--- src/rtl/ofs_plat_prim_af_absorb_fifo_pkg.sv ---
// ofs_plat_prim_af_absorb_fifo_pkg
//
// Helper functions shared by the almost-full absorb FIFO. No types are defined
// here. Widths stay local to the module that uses them.
//
// Contents:
//   is_pow2      - true when n is a non-zero power of two (elaboration checks)
//   af_has_room  - almost-full rule: free slots must exceed the source's slack

package ofs_plat_prim_af_absorb_fifo_pkg;

    function automatic bit is_pow2(input int unsigned n);
        return (n != 0) && ((n & (n - 1)) == 0);
    endfunction

    // The source may still issue `slack` writes after it sees ready fall, so
    // ready stays high only while strictly more than `slack` slots are free.
    function automatic logic af_has_room(input int unsigned entries,
                                         input int unsigned used,
                                         input int unsigned slack);
        return (entries - used) > slack;
    endfunction

endpackage

--- src/rtl/ofs_plat_prim_af_absorb_fifo.sv ---
// ofs_plat_prim_af_absorb_fifo
//
// Terminates a pipeline whose upstream flow control is an almost-full signal
// and re-presents the data with standard ready/enable handshaking downstream.
// The source pushes whenever it likes. ready_to_src is only advisory and
// leaves N_SLACK entries of headroom. The head entry falls through: it is
// visible one cycle after the push.
//
// Ports:
//   clk              - single clock, rising edge
//   reset_n          - asynchronous active-low reset
//   enable_from_src  - push strobe (not qualified by ready_to_src)
//   data_from_src    - push payload
//   ready_to_src     - registered not-almost-full
//   enable_to_dst    - head entry valid (count != 0)
//   data_to_dst      - head entry payload (don't-care when enable_to_dst = 0)
//   ready_from_dst   - downstream ready; pop = enable_to_dst && ready_from_dst
//   count            - current occupancy
//   overflow         - sticky: set when a push was dropped because the FIFO was full

module ofs_plat_prim_af_absorb_fifo
    import ofs_plat_prim_af_absorb_fifo_pkg::*;
#(
    parameter int unsigned N_DATA_BITS = 64,
    parameter int unsigned N_ENTRIES   = 8,
    parameter int unsigned N_SLACK     = 2
) (
    input  logic                             clk,
    input  logic                             reset_n,

    input  logic                             enable_from_src,
    input  logic [N_DATA_BITS-1:0]           data_from_src,
    output logic                             ready_to_src,

    output logic                             enable_to_dst,
    output logic [N_DATA_BITS-1:0]           data_to_dst,
    input  logic                             ready_from_dst,

    output logic [$clog2(N_ENTRIES+1)-1:0]   count,
    output logic                             overflow
);

    localparam int unsigned PTR_W = $clog2(N_ENTRIES);
    localparam int unsigned CNT_W = $clog2(N_ENTRIES + 1);

    // ------------------------------------------------------------------
    // Parameter checks at elaboration
    // ------------------------------------------------------------------
    if (N_DATA_BITS < 1) begin : g_bad_data_bits
        $fatal(1, "N_DATA_BITS must be at least 1");
    end

    if ((N_ENTRIES < 4) || !is_pow2(N_ENTRIES)) begin : g_bad_entries
        $fatal(1, "N_ENTRIES must be a power of two and at least 4");
    end

    if (N_SLACK > N_ENTRIES - 2) begin : g_bad_slack
        $fatal(1, "N_SLACK must not exceed N_ENTRIES - 2");
    end

    // ------------------------------------------------------------------
    // State
    // ------------------------------------------------------------------
    logic [N_DATA_BITS-1:0] r_mem [N_ENTRIES];
    logic [PTR_W-1:0]       r_wr_ptr;
    logic [PTR_W-1:0]       r_rd_ptr;
    logic [CNT_W-1:0]       r_count;
    logic                   r_ready;
    logic                   r_overflow;

    // ------------------------------------------------------------------
    // Next-state decode
    // ------------------------------------------------------------------
    logic             w_not_empty;
    logic             w_full;
    logic             w_pop;
    logic             w_push;
    logic             w_drop;
    logic [CNT_W-1:0] w_count_next;
    logic             w_ready_next;

    always_comb begin
        w_not_empty = (r_count != '0);
        w_full      = (r_count == CNT_W'(N_ENTRIES));
        w_pop       = w_not_empty && ready_from_dst;
        // A pop in the same cycle frees the slot, so a full FIFO still accepts.
        w_push      = enable_from_src && (!w_full || w_pop);
        w_drop      = enable_from_src && w_full && !w_pop;

        w_count_next = r_count + CNT_W'(w_push) - CNT_W'(w_pop);
        w_ready_next = af_has_room(N_ENTRIES, 32'(w_count_next), N_SLACK);
    end

    // ------------------------------------------------------------------
    // Control registers
    // ------------------------------------------------------------------
    always_ff @(posedge clk or negedge reset_n) begin
        if (!reset_n) begin
            r_wr_ptr   <= '0;
            r_rd_ptr   <= '0;
            r_count    <= '0;
            r_ready    <= 1'b0;
            r_overflow <= 1'b0;
        end else begin
            if (w_push) begin
                r_wr_ptr <= r_wr_ptr + PTR_W'(1);
            end
            if (w_pop) begin
                r_rd_ptr <= r_rd_ptr + PTR_W'(1);
            end
            r_count <= w_count_next;
            r_ready <= w_ready_next;
            if (w_drop) begin
                r_overflow <= 1'b1;
            end
        end
    end

    // Storage is not reset. An entry is only observed after it has been written.
    always_ff @(posedge clk) begin
        if (w_push) begin
            r_mem[r_wr_ptr] <= data_from_src;
        end
    end

    // ------------------------------------------------------------------
    // Outputs
    // ------------------------------------------------------------------
    assign ready_to_src  = r_ready;
    assign enable_to_dst = w_not_empty;
    assign data_to_dst   = r_mem[r_rd_ptr];
    assign count         = r_count;
    assign overflow      = r_overflow;

endmodule

--- config.mk ---
export PLATFORM = sky130hd
export DESIGN_NAME = ofs_plat_prim_af_absorb_fifo
export DESIGN_NICKNAME = d
export VERILOG_FILES = /design/src/rtl/ofs_plat_prim_af_absorb_fifo_pkg.sv /design/src/rtl/ofs_plat_prim_af_absorb_fifo.sv
export SDC_FILE = /design/constraint.sdc
export NUM_CORES = 1
export LEC_CHECK = 0
export CAP_MARGIN = 20
export CORE_MARGIN = 4
export CORE_UTILIZATION = 30
export CTS_CLUSTER_SIZE = 8
export DETAILED_ROUTE_END_ITERATION = 10
export PLACE_DENSITY = 0.55
export SLEW_MARGIN = 40
export SYNTH_ARGS = -nofsm -noshare
export SYNTH_HDL_FRONTEND = slang
export SYNTH_SLANG_ARGS = --single-unit
--- constraint.sdc ---
create_clock -name clk -period 16.3 [get_ports clk]
set_input_delay 2.445 -clock clk [delete_from_list [all_inputs] [get_ports clk]]
set_output_delay 2.445 -clock clk [all_outputs]
set_load 0.005 [all_outputs]
[Word-level counts from Yosys, hierarchy flattened]
Memory sizes are Yosys's and may differ from the RTL's.
Cells that the tools add are included.
Word-level totals
  register bits after elaboration: 12
  latch bits: 0
  RAM bits: 512
  memory bits (read-only): 0
  output and inout port bits: 71
  logic and storage cells: 23
  memories: 1
Memories
  r_mem: words 8, bits a word 64, read ports 1, clocked after Yosys merged registers in 0, write ports 1, RTL line ofs_plat_prim_af_absorb_fifo.sv:64  | logic [N_DATA_BITS-1:0] r_mem [N_ENTRIES];
Operators by class
  add/subtract/negate cells: 5
  multipliers: 0
  divide/modulo/power cells: 0
  magnitude comparators: 1
  equality and inequality tests: 1
  shift-type cells: 0
  mux-type cells: 2
  bitwise gates (word level): 0
  reduce and logical (&&, ||, !) cells: 8
Operator list (number)
  $gt A32 B2 Y1 const B: 1
  $add A3 B1 Y3 const B: 2
  $sub A4 B4 Y5 const A: 1
  $add A4 B1 Y4: 1
  $eq A4 B4 Y1 const B: 1
  $logic_and A1 B1 Y1: 4
  $reduce_bool A4 Y1: 1
  $sub A4 B1 Y4: 1
  $logic_not A1 Y1: 2
  $mux W1: 2
  $logic_or A1 B1 Y1: 1

[Logic depth before layout (Yosys ltp)]
Gate-level depths: netlist (run 1).
  depth after elaboration: 8
  mapped depth: 15
  depth with buffers taken out: 15

[Least setup slack after synthesis (run 1)]
OpenSTA, ideal clock, no wires.
  kind: input to register
  from: in ready_from_dst
  to: mem r_mem[0][0], enable pin
  data arrival time: 8.983 ns
  required time: 15.656 ns
  setup slack: 6.673 ns
  stages on the path: 4
  buffers on the path: 1
  cells stage by stage: nand2b_1 a31o_2 clkbuf_1 nor4_1
Between the ends
  word-level cells in the longest chain between the ends: 5
RTL lines
  start: declaration: RTL line ofs_plat_prim_af_absorb_fifo.sv:37  | input logic ready_from_dst,
  $logic_and A1 B1 Y1: RTL line ofs_plat_prim_af_absorb_fifo.sv:85  | w_pop = w_not_empty && ready_from_dst;
  $logic_or A1 B1 Y1: RTL line ofs_plat_prim_af_absorb_fifo.sv:87  | w_push = enable_from_src && (!w_full || w_pop);
  $logic_and A1 B1 Y1: RTL line ofs_plat_prim_af_absorb_fifo.sv:87
  $mux W1: RTL line ofs_plat_prim_af_absorb_fifo.sv:121  | if (w_push) begin
  $mux W1 (implied by the code): RTL line ofs_plat_prim_af_absorb_fifo.sv:122  | r_mem[r_wr_ptr] <= data_from_src;
  end: declaration: RTL line ofs_plat_prim_af_absorb_fifo.sv:64
Every way passes these cells.

[Worst setup path after layout (run 1)]
  from: reg r_rd_ptr[0]
  to: out data_to_dst[10]
Between the ends
  word-level cells in the longest chain between the ends: 1
RTL lines
  start: declaration: RTL line ofs_plat_prim_af_absorb_fifo.sv:66  | logic [PTR_W-1:0] r_rd_ptr;
  start signal: assignment: RTL line ofs_plat_prim_af_absorb_fifo.sv:109  | r_rd_ptr <= r_rd_ptr + PTR_W'(1);
  $mem_v2 Z8 W64
  end: declaration: RTL line ofs_plat_prim_af_absorb_fifo.sv:36  | output logic [N_DATA_BITS-1:0] data_to_dst,
Every way passes these cells.

==> flow_summary.yaml, run 1 <==
run_status:
  status: "finished clean"
final_layout:
  fin_area_um2: 24500
  finish.utilization_pct: 37.3
  final_nets: 1098
  stdcell_count: 1901
  drive_gt1_share_pct: 30.7
  syn_to_final_growth_pct: 23.0
clock_network:
  path_clk_slew_ps: 50
  clockBufferDepth: 3
  post_cts_buffers: 0
  cts_buffers: 76
  cts-root-buf: "clkbuf_16"
  clock-sinks: 524
  cts_hold_buf: 0
  htreeDepth: 3
  cts-resized-gates: 0
  clock_latency_ps: 590
  cts_tree: "built"
setup_path:
  worstPathMaxFanout: 47
  r2r_slack_ps: 12920
  critPathLaunchType: "register"
  path_buf_inv: 3
  worstPathCellList: "buf_12, buf_6, mux4_2, mux2_2, clkdlybuf4s50_1"
  path_delay_family: "buffers and inverters"
  critPathArrivalTime_ps: 3510
  worstReg2RegStart: "count[2]"
  max_stage_delay_ps: 640
  cp-startpoint: "r_rd_ptr[0]"
  end_kind: "output port"
  critPathRequiredTime_ps: 13860
  slowest_stage: "dfrtp_4"
  critPathKind: "register to output port"
route:
  first_pass_iters: 4
  first_iter_violations: 540
  antenna_left: 0
  vias_per_cell: 4.71
  routedWlPerCell_um: 23.0
  finalWirelength_mm: 43.7
  via_count: 8958
  drcViolationCount: 0
floorplan:
  die_h_um: 266
  fp.coreArea_um2: 65900
  die-area_um2: 70700
  row_count: 94
  die-width_um: 266
  start_util_pct: 30.3
  ios: 139
synth:
  ys.warnings.count: 0
  avgSynthCellArea_um2: 24.4
  ys_seq_area_share_pct: 78.6
  ys_async_sr_fraction_pct: 2.29
  ys_seq_elements: 524
  synth-edff-count: 512
  ys.flop_type: "edfxtp_1"
  syn_inst: 816
  ys_types: 27
  synth_area_um2: 20000
  syn_nets: 895
place:
  place.gp.congestion: 0.701
  portBuffers: 138
  place_ws_ps: 10550
  placed_cell_area_um2: 22400
  place_inst: 1804
  dpl.hpwl_mm: 23.7
global_route:
  grt_pass1_wl_mm: 65.1
  track_usage_pct: 12.5
  grt-ovfl-total: 0
  antenna_found_initial: 7
  grt_max_degree: 59
  grt_pass1_vias: 9953
sta:
  setup_tns_ps: 0
  clock_skew_ps: 21.8
  setup_viol: 0
  slew_viol_final: 0
  rsz0062_at_grt: "no"
  period_needed_ps: 5950
  fin_ws_ps: 10350
  worstMarginPinSlew_ps: 808
  post-route-period-util_pct: 36.5
  finalHoldWorstSlack_ps: 486
  fmax_mhz: 168
  maxSlewHeadroom_pct: 46.1
  hold_viol: 0
power:
  pwr-share-clk_pct: 30.3
  p_sw_mw: 1.24
  ir_worst_vdd_mv: 0.0991
  p_int_mw: 3.32
  p_leak_nw: 7.77
  powerDensity_nw_per_um2: 186
  switching_share_pct: 27.3
  p_total_mw: 4.56
  combPwrFrac_pct: 30.5
  power_frac_seq_pct: 39.2
worst_hold_path:
  holdCritStartpoint: "overflow"
  hold_path.class: "register to register"
job:
  drv_cap: 0
## area by class of cell
| class | count | area (um2) |
|---|---|---|
| clock inverter | 7 | 67.6 |
| fill | 5932 | 41300 |
| antenna | 4 | 10.0 |
| timing repair buffer | 161 | 1610 |
| multi-input combinational | 242 | 4040 |
| tap | 864 | 1080 |
| clock buffer | 85 | 2000 |
| inverter | 14 | 52.6 |
| sequential | 524 | 15700 |
## final timing paths
path / endpoint / cells after the start
min: overflow / 1
min in group asynchronous: ready_to_src / 1
max reg2reg: r_mem[5][48] / 7
min reg2reg: overflow / 1
max: data_to_dst[10] / 5
max in group asynchronous: r_rd_ptr[0] / 1
## metal layers
layer  share of wire, %  GRT usage (%)  up-vias  wire [um]
li1                   -              -     3858          -
met1                 44           16.9     4820      19400
met2                 48           19.8      217      20900
met3                6.0           3.53       57       2620
met4                1.7           3.83        6        738
met5               0.12              0        -         51
## power by group through the flow
| stage | registers, mW | logic [mW] | clock network (mW) |
|---|---|---|---|
| 2_1_floorplan | 1.78 | 0.856 | 0 |
| 3_3_place_gp | 1.83 | 1.40 | 0 |
| 3_5_place_dp | 1.82 | 1.43 | 0 |
| 4_1_cts | 1.79 | 1.44 | 1.43 |
| 5_1_grt | 1.81 | 1.51 | 1.49 |
| 6_report | 1.79 | 1.39 | 1.38 |
## flip-flops by register name (all words and copies together), names as in the netlist
name	flops
r_mem	512
overflow	1
count	4
r_rd_ptr	3
r_wr_ptr	3
ready_to_src	1
## cell usage after synthesis, drive strengths merged (5+ instances only)
cell type  number  area share [%]
inv            14            0.26
nor3            5            0.13
ha             10            0.63
nor2            5           0.094
mux4          128              14
mux2           66             3.7
xnor2           6            0.26
dfrtp          12             1.5
clkbuf         11            0.21
buf            25            0.94
edfxtp        512              77
## cell families after synthesis
family / Yosys count / share of synthesized area [%]
AND/OR/NAND/NOR: 24 / 0.615
flip-flops: 524 / 78.6
AO/OA/AOI/OAI: 7 / 0.238
adder cells (fa/ha/maj): 11 / 0.728
XOR/XNOR: 6 / 0.263
buffers and inverters: 50 / 1.41
multiplexers: 194 / 18.2
## cell usage in the layout, fill, tap and decap left out, drive strengths merged
cell,synthesis,layout
nand4b,1,1
or2,2,2
o21bai,1,1
inv,14,16
nand2b,3,3
clkinvlp,0,1
nor2,5,5
mux4,128,128
clkinv,0,4
clkdlybuf4s50,0,138
a21oi,3,3
o22ai,1,1
a41o,1,1
a31o,1,1
dfrtp,12,12
and3,1,1
buf,25,23
clkbuf,11,85
mux2,66,66
xnor2,6,6
nor3,5,5
fa,1,1
edfxtp,512,512
nand2,3,3
nand3,3,3
diode,0,4
nor4,1,1
ha,10,10
Power figures use the tool's default switching activity.
==> inputs of run 2 (changes only) <==
- clock period: 16.3 -> 6.07 ns (I/O delays scaled with it)
==> flow_summary.yaml, run 2 (same netlist as run 1, synthesis figures left out) <==
run_status:
  status: "finished clean"
global_route:
  grt-ovfl-total: 0
  track_usage_pct: 12.3
  grt_pass1_vias: 9933
  grt_pass1_wl_mm: 64.5
  antenna_found_initial: 5
  grt_max_degree: 79
final_layout:
  finish.utilization_pct: 37.3
  layout_commonest_cell: "edfxtp_1"
  final_nets: 1095
  top_register: "r_mem"
  drive_gt1_share_pct: 30.0
  stdcell_count: 1895
  syn_to_final_growth_pct: 23.0
  largest_reg_flops: 512
  final_cell_mix: "edfxtp_1 (512), clkdlybuf4s50_1 (138), mux4_2 (128)"
route:
  drcViolationCount: 0
  finalWirelength_mm: 43.4
  antenna_left: 0
  first_pass_iters: 4
  via_count: 8932
  vias_per_cell: 4.71
  routedWlPerCell_um: 22.9
  first_iter_violations: 598
setup_path:
  slowest_stage: "dfrtp_4"
  end_kind: "output port"
  worstPathMaxFanout: 52
  critPathLaunchType: "register"
  path_buf_inv: 2
  critPathArrivalTime_ps: 3160
  path_delay_family: "buffers and inverters"
  max_stage_delay_ps: 700
  worst-r2r-cell-count: 13
  critPathKind: "register to output port"
  critPathRequiredTime_ps: 5160
  path_depth: 4
  worstPathCellList: "buf_12, mux4_2, mux2_2, clkdlybuf4s50_1"
sta:
  slew_viol_final: 0
  fmax_mhz: 246
  setup_viol: 0
  maxSlewHeadroom_pct: 46.1
  rsz0062_at_grt: "no"
  period_needed_ps: 4070
  worstMarginPinSlew_ps: 809
  post-route-period-util_pct: 67.0
  setup_tns_ps: 0
  hold_viol: 0
  clock_skew_ps: 23.2
floorplan:
  ios: 139
  fp.coreArea_um2: 65900
  start_util_pct: 30.3
  die-area_um2: 70700
  row_count: 94
  die_h_um: 266
  die-width_um: 266
clock_network:
  post_cts_buffers: 0
  path_clk_slew_ps: 60
  cts_tree: "built"
  cts-resized-gates: 0
  htreeDepth: 3
  cts-root-buf: "clkbuf_16"
  cts_hold_buf: 0
  clock_latency_ps: 590
  clockBufferDepth: 3
  clock-sinks: 524
  cts_buffers: 75
worst_hold_path:
  whs_path_depth: 1
  hold_path.class: "register to register"
place:
  portBuffers: 138
  place.gp.congestion: 0.665
  dpl.hpwl_mm: 22.5
  place_inst: 1802
job:
  drv_cap: 0
power:
  powerDensity_nw_per_um2: 497
  p_leak_nw: 7.76
  ir_worst_vdd_mv: 0.294
==> run 2: cell types whose count changed in the layout (fill, tap and decap cells not counted), sizes merged <==
cell / delta
clkinv: -3
clkbuf: +5
clkinvlp: -1
inv: -2
buf: -4
diode: -1
==> run 2: path summary, 6_finish.rpt <==
| path | slack [ps] | from | endpoint |
|---|---|---|---|
| max | 2000 | r_rd_ptr[0] | data_to_dst[62] |
| min | 520 | overflow | overflow |
| max reg2reg | 3030 | count[2] | ready_to_src |
| min reg2reg | 520 | overflow | overflow |
| max in group asynchronous | 4850 | reset_n | r_rd_ptr[2] |
| min in group asynchronous | 720 | reset_n | ready_to_src |
==> run 2: layer usage <==
| metal | track usage, % | up-vias | routed length [um] |
|---|---|---|---|
| met2 | 19.9 | 196 | 21100 |
| met1 | 16.4 | 4819 | 19200 |
| met4 | 3.75 | 8 | 771 |
| met5 | 0 | - | 47 |
| met3 | 3.36 | 62 | 2310 |
| li1 | - | 3847 | - |
==> run 2: per-stage QoR <==
step | power (mW) | area [um2] | setup WS (ps) | hold slack [ps]
6_report | 12.2 | 24500 | 2000 | 517
5_1_grt | 12.8 | 24500 | 1780 | 521
4_1_cts | 12.5 | 24500 | 1720 | 512
3_5_place_dp | 8.75 | 22500 | 2260 | 488
3_3_place_gp | 8.68 | 22400 | 2030 | 487
2_1_floorplan | 7.08 | 20000 | -313 | 460
==> run 2: cell type report <==
type / count / area (um2)
well taps: 864 / 1080
multi-input cells: 242 / 4060
clock buffers: 88 / 1990
repair buffers: 159 / 1660
diodes: 3 / 7.51
flip-flops and latches: 524 / 15700
inverters: 14 / 52.6
clock inverters: 1 / 16.3
fillers: 5907 / 41300
==> run 2: report_power, final <==
| group | switching (mW) | total [mW] | internal [mW] | leakage, nW |
|---|---|---|---|---|
| clock | 1.37 | 3.63 | 2.26 | 0.980 |
| sequential | 0.286 | 4.86 | 4.57 | 4.78 |
| combinational | 1.65 | 3.72 | 2.07 | 1.99 |
| total | 3.30 | 12.2 | 8.91 | 7.76 |
==> run 2: worst register-to-register path, delay by kind of cell, from the launching register on <==
family	cells	cell delay (ps)
xor+xnor	1	140
flops	1	360
simple gates	2	270
buf+inv	3	180
compound gates	2	490
fa+ha+maj	5	1450
